$ cat src/rtl/ofdm_preamble_inserter_if.sv
// AXI-stream sample bus used on both sides of the preamble inserter.
// Samples are {I[31:16], Q[15:0]} at the default width.
interface ofdm_preamble_inserter_if #(
    parameter int WIDTH = 32
);
    logic [WIDTH-1:0] tdata;
    logic             tlast;
    logic             tvalid;
    logic             tready;

    modport master (output tdata, tlast, tvalid, input  tready);
    modport slave  (input  tdata, tlast, tvalid, output tready);
endinterface

$ cat src/rtl/ofdm_preamble_inserter.sv
// Prepends NREP repetitions of a PLEN-sample training sequence to every packet,
// then passes the payload straight through with no added latency.
module ofdm_preamble_inserter #(
    parameter int BASE         = 0,
    parameter int WIDTH        = 32,
    parameter int MAX_LEN_LOG2 = 6
) (
    input  logic                           clk,
    input  logic                           reset,
    input  logic                           clear,
    input  logic                           set_stb,
    input  logic [7:0]                     set_addr,
    input  logic [31:0]                    set_data,
    ofdm_preamble_inserter_if.slave        i,
    ofdm_preamble_inserter_if.master       o
);
    localparam int LW    = MAX_LEN_LOG2 + 1;
    localparam int DEPTH = 1 << MAX_LEN_LOG2;

    localparam logic [7:0] A_PLEN = 8'(BASE);
    localparam logic [7:0] A_NREP = 8'(BASE + 1);
    localparam logic [7:0] A_PTR  = 8'(BASE + 2);
    localparam logic [7:0] A_DATA = 8'(BASE + 3);

    typedef enum logic [1:0] {IDLE, PREAMBLE, PAYLOAD} state_t;

    state_t                  state, nxt;
    logic [LW-1:0]           plen_r, plen_s, plen_wr;
    logic [7:0]              nrep_r, nrep_s;
    logic [MAX_LEN_LOG2-1:0] ptr;
    logic [WIDTH-1:0]        mem [DEPTH];
    logic [LW-1:0]           idx;
    logic [7:0]              rep;
    logic                    last_idx, last_rep;

    // Period 0 is meaningless and anything beyond the memory depth would read
    // past the table, so the stored period is clamped to [1, DEPTH].
    always_comb begin
        plen_wr = set_data[LW-1:0];
        if (set_data == 32'd0)
            plen_wr = LW'(1);
        else if (set_data > 32'(DEPTH))
            plen_wr = LW'(DEPTH);
    end

    always_ff @(posedge clk or posedge reset) begin
        if (reset) begin
            plen_r <= LW'(16);
            nrep_r <= 8'd10;
            ptr    <= '0;
            for (int k = 0; k < DEPTH; k++)
                mem[k] <= '0;
        end else if (set_stb) begin
            case (set_addr)
                A_PLEN: plen_r <= plen_wr;
                A_NREP: nrep_r <= set_data[7:0];
                A_PTR:  ptr    <= set_data[MAX_LEN_LOG2-1:0];
                A_DATA: begin
                    mem[ptr] <= set_data[WIDTH-1:0];
                    ptr      <= ptr + 1'b1;
                end
                default: ;
            endcase
        end
    end

    assign last_idx = (idx == plen_s - LW'(1));
    assign last_rep = (rep == nrep_s - 8'd1);

    always_ff @(posedge clk or posedge reset) begin
        if (reset)
            state <= IDLE;
        else
            state <= nxt;
    end

    always_comb begin
        nxt = state;
        case (state)
            IDLE:     if (i.tvalid) nxt = (nrep_r != 8'd0) ? PREAMBLE : PAYLOAD;
            PREAMBLE: if (o.tready && last_idx && last_rep) nxt = PAYLOAD;
            PAYLOAD:  if (i.tvalid && o.tready && i.tlast) nxt = IDLE;
            default:  nxt = IDLE;
        endcase
        if (clear)
            nxt = IDLE;
    end

    always_comb begin
        o.tvalid = 1'b0;
        o.tlast  = 1'b0;
        o.tdata  = '0;
        i.tready = 1'b0;
        case (state)
            PREAMBLE: begin
                o.tvalid = 1'b1;
                o.tdata  = mem[idx[MAX_LEN_LOG2-1:0]];
            end
            PAYLOAD: begin
                o.tvalid = i.tvalid;
                o.tlast  = i.tlast;
                o.tdata  = i.tdata;
                i.tready = o.tready;
            end
            default: ;
        endcase
    end

    // Geometry is frozen when a packet starts so that mid-packet writes only
    // affect the following packet.
    always_ff @(posedge clk or posedge reset) begin
        if (reset) begin
            plen_s <= LW'(16);
            nrep_s <= 8'd10;
        end else if (state == IDLE && i.tvalid && !clear) begin
            plen_s <= plen_r;
            nrep_s <= nrep_r;
        end
    end

    always_ff @(posedge clk or posedge reset) begin
        if (reset) begin
            idx <= '0;
            rep <= '0;
        end else if (clear || state != PREAMBLE) begin
            idx <= '0;
            rep <= '0;
        end else if (o.tready) begin
            if (last_idx) begin
                idx <= '0;
                rep <= last_rep ? 8'd0 : rep + 8'd1;
            end else begin
                idx <= idx + LW'(1);
            end
        end
    end
endmodule
$ cat src/flat_wrapper.sv
// flat-port wrapper written by rule: the top's interface ports become plain ports
module ofdm_preamble_inserter_flat 
#(
    parameter int BASE         = 0,
    parameter int WIDTH        = 32,
    parameter int MAX_LEN_LOG2 = 6
)
  (clk, reset, clear, set_stb, set_addr, set_data, i_tdata, i_tlast, i_tvalid, i_tready, o_tdata, o_tlast, o_tvalid, o_tready);
  ofdm_preamble_inserter_if #(.WIDTH(WIDTH)) i_i ();
  ofdm_preamble_inserter_if #(.WIDTH(WIDTH)) o_i ();
  input  logic clk;
  input  logic reset;
  input  logic clear;
  input  logic set_stb;
  input  logic [7:0] set_addr;
  input  logic [31:0] set_data;
  input wire logic [$bits(i_i.tdata)-1:0] i_tdata;
  input wire logic [$bits(i_i.tlast)-1:0] i_tlast;
  input wire logic [$bits(i_i.tvalid)-1:0] i_tvalid;
  output wire logic [$bits(i_i.tready)-1:0] i_tready;
  output wire logic [$bits(o_i.tdata)-1:0] o_tdata;
  output wire logic [$bits(o_i.tlast)-1:0] o_tlast;
  output wire logic [$bits(o_i.tvalid)-1:0] o_tvalid;
  input wire logic [$bits(o_i.tready)-1:0] o_tready;
  assign i_i.tdata = i_tdata;
  assign i_i.tlast = i_tlast;
  assign i_i.tvalid = i_tvalid;
  assign i_tready = i_i.tready;
  assign o_tdata = o_i.tdata;
  assign o_tlast = o_i.tlast;
  assign o_tvalid = o_i.tvalid;
  assign o_i.tready = o_tready;
  ofdm_preamble_inserter #(.BASE(BASE), .WIDTH(WIDTH), .MAX_LEN_LOG2(MAX_LEN_LOG2)) u_core (.clk(clk), .reset(reset), .clear(clear), .set_stb(set_stb), .set_addr(set_addr), .set_data(set_data), .i(i_i), .o(o_i));
endmodule
$ cat config.mk
export PLATFORM = sky130hd
export DESIGN_NAME = ofdm_preamble_inserter_flat
export DESIGN_NICKNAME = d
export VERILOG_FILES = /design/src/rtl/ofdm_preamble_inserter_if.sv /design/src/rtl/ofdm_preamble_inserter.sv /design/src/flat_wrapper.sv
export SDC_FILE = /design/constraint.sdc
export NUM_CORES = 2
export LEC_CHECK = 0
export BUFFER_PORTS_ARGS = -buffer_cell sky130_fd_sc_hd__buf_4
export CORE_MARGIN = 2
export CORE_UTILIZATION = 45
export CTS_BUF_LIST = sky130_fd_sc_hd__clkbuf_4
export DETAILED_ROUTE_END_ITERATION = 10
export HOLD_SLACK_MARGIN = 0.02
export PLACE_DENSITY = 0.65
export SETUP_SLACK_MARGIN = 0.5
export SYNTH_ARGS = -nofsm -noshare
export SYNTH_HDL_FRONTEND = slang
export SYNTH_SLANG_ARGS = --single-unit
$ cat constraint.sdc
create_clock -name clk -period 58.2 [get_ports clk]
set_input_delay 2.91 -clock clk [delete_from_list [all_inputs] [get_ports clk]]
set_output_delay 2.91 -clock clk [all_outputs]
set_load 0.05 [all_outputs]
==> results.yml <==
timing:
  finalMaxSlewViolations: 0
  final-setup-viol-count: 0
  skew_ns: 0.07720
  rsz0062_at_grt: "no"
  max-slew-margin-rel: 0.09295
  fmax_mhz: 95.88
  finalSetupTns_ns: 0
  worst_slack_ns: 47.77
  timing.final.crit_share: 0.1792
  tightest_slew_ns: 1.350
  min_period_ns: 10.43
  report.final.hold_viol_count: 0
place:
  port-buffer-count: 113
  pre_cts_ws_ns: 48.86
  placedInstanceArea_um2: 99320
  gp_congestion: 0.7987
  dpl.hpwl_um: 144800
logic_synthesis:
  synth_fp_nets: 6188
  netlist.area_leader.share: 0.5433
  synth.area.top_cells: "dfrtp_1 54%, mux2_2 24%, mux4_2 13%"
  netlist_area_um2: 96490
  ys_seq_area_frac: 0.5450
  netlist_instances: 6101
  ys_warn_count: 0
  yosysMostFrequentCell: "dfrtp_1"
  synth_top_cell_by_area: "dfrtp_1"
  ys_top_cells_by_count: "2,095 x dfrtp_1, 2,079 x mux2_2, 549 x mux4_2, 293 x clkbuf_1, 140 x buf_2"
  ys_types: 66
  async_reset_ff_frac: 1.000
  synth-edff-count: 0
  synth-seq-cells: 2101
  synth-main-ff-cell: "dfrtp_1"
  avgSynthCellArea_um2: 15.81
finish:
  drive_above_1_share: 0.5766
  fill_cells: 18070
  multi_input_area_um2: 41220
  regArea_um2: 52600
  fin_nets: 6397
  area_growth_pct: 10.10
  postLayoutCellArea_um2: 106200
hold_path:
  hp-class: "reg2reg"
pwr:
  vdd_drop_max_v: 0.00001447
  p_comb_frac: 0.062
  p_sw_frac: 0.2531
  pwr-share-seq: 0.499
  switching_power_w: 0.0007455
  totalPowerFinal_w: 0.002946
  p_per_area_nw_per_um2: 27.73
  p_leak_nw: 50.81
  p_int_w: 0.002200
  clockPowerShare: 0.439
clock_network:
  clockBufferDepth: 4
  cts_num_sinks: 2101
  clock_latency_ns: 1.35
  cts_setup_buffers: 0
  cts_root_buf: "clkbuf_4"
  cts_tree: "done"
  cts_inserted_buffers: 583
  ctsResizeCount: 0
  clkTransAtPathRegs_ns: 0.05
  cts.htree.levels: 6
  cts-hold-fix-buffers: 0
critical_path:
  crit_arrival_ns: 7.52
  critPathCaptureType: "output port"
  crit_slowest_cell: "dfrtp_4"
  crit_family: "buffers and inverters"
  start_kind: "flop"
  critPathRequiredTime_ns: 55.29
  path_buf_inv: 5
  slowest_delay_ns: 0.81
  cpMostUsedCell: "buf_4"
  path_cells: "buf_12, buf_12, buf_4, buf_4, mux4_2, mux4_2, a21oi_1, nand3_1, buf_4"
  crit_fanout: 104
  critPathKind: "reg2out"
die:
  boundaryPins: 114
  die_w_um: 467.1
  die_area_um2: 218100
  die_y_um: 467.1
  core_area_um2: 212500
  rows: 169
  initial_core_util: 0.4540
global_route:
  grt_max_degree: 175
  grt.overflow.total: 0
  grt_pass1_vias: 60180
  grt_pass1_wl_um: 397300
  track_usage: 0.2466
  antenna_found_initial: 14
route:
  viasPerCell: 5.972
  first_pass_iters: 5
  postRouteAntennaNets: 0
  wl_um: 267000
  routedWlPerCell_um: 28.10
  via_count: 56730
  drt_iter0_drc: 4348
  route.detailed.drc: 0
job:
  drv_cap: 0
status:
  status: "finished, final reports clean"
[per-stage QoR]
| stage | utilization | hold slack, ns | instances |
|---|---|---|---|
| finish | 0.4999 | 0.4875 | 9499 |
| floorplan | - | 0.4460 | 6101 |
| global placement | 0.4674 | 0.4688 | 8546 |
| CTS | 0.4997 | 0.4930 | 9488 |
| global route | 0.4998 | 0.5084 | 9495 |
| detailed placement | 0.4674 | 0.4793 | 8546 |
[metal layers]
metal	vias up	track usage	share of wire
li1	23450	-	-
met1	31020	0.3346	0.43
met2	1728	0.3841	0.47
met3	515	0.06182	0.067
met4	10	0.09247	0.032
met5	-	0	0.00021
[power groups by stage]
| stage | Clock (W) | Combinational, W | Sequential (W) |
|---|---|---|---|
| 6_report | 0.00129 | 0.000182 | 0.00147 |
| 3_3_place_gp | 0 | 0.000183 | 0.00150 |
| 4_1_cts | 0.00133 | 0.000186 | 0.00147 |
| 2_1_floorplan | 0 | 0.000126 | 0.00150 |
| 5_1_grt | 0.00141 | 0.000198 | 0.00147 |
| 3_5_place_dp | 0 | 0.000185 | 0.00150 |
[registers in the layout, summed over array words and instances, names as in the netlist]
signal / cells
u_core.mem: 2048
u_core.nrep_r: 8
u_core.nrep_s: 8
u_core.rep: 8
u_core.idx: 7
u_core.plen_r: 7
u_core.plen_s: 7
u_core.ptr: 6
u_core.state: 2
[cell type report]
cell class                 instances  area share
multi-input combinational       3372      0.3880
sequential                      2101      0.4951
timing repair buffer             236     0.01797
tap                             2821     0.03323
clock inverter                    80    0.003863
inverter                          16   0.0006007
antenna                           11   0.0002591
clock buffer                     862     0.06092
[path summary, 6_finish.rpt]
| kind | slack [ns] | endpoint | cells past startpoint | startpoint |
|---|---|---|---|---|
| hold / removal | 0.49 | u_core.mem[537] | 1 | u_core.mem[537] |
| hold reg to reg | 0.49 | u_core.mem[537] | 1 | u_core.mem[537] |
| max in group asynchronous | 51.32 | u_core.mem[1626] | 8 | reset |
| setup reg to reg | 54.05 | u_core.rep[0] | 8 | u_core.idx[2] |
| min in group asynchronous | 1.72 | u_core.mem[549] | 2 | reset |
| setup / recovery | 47.77 | o_tdata[31] | 9 | u_core.idx[0] |
[worst register-to-register path, stage by stage, from the launching register on]
cell and delay [ns]:
dfrtp_4 0.88, buf_12 0.69, clkinv_1 0.78, o31ai_1 0.45
nand3_1 0.14, nor4_2 0.41, a21oi_1 0.36, nor3b_1 0.27
a21o_1 0.11
[placed cells by master (no fill, tap or decap), drive strengths merged, types with 31 or more instances in the layout]
| cell | count |
|---|---|
| nor2 | 89 |
| nand2 | 87 |
| a21oi | 63 |
| mux2i | 114 |
| dfrtp | 2095 |
| mux2 | 2089 |
| o22ai | 31 |
| nand3 | 45 |
| clkbuf | 862 |
| clkinv | 63 |
| mux4 | 556 |
| buf | 236 |
[cell families after synthesis]
logic type	share of synthesized area
DFF	0.5450
muxes	0.3857
AOI/OAI and AO/OA	0.01648
and+or+nand+nor	0.01809
buffers and inverters	0.03182
xor gates and xnor gates	0.001906
adders and majority gates	0.001037
Power figures use the tool's default switching activity.
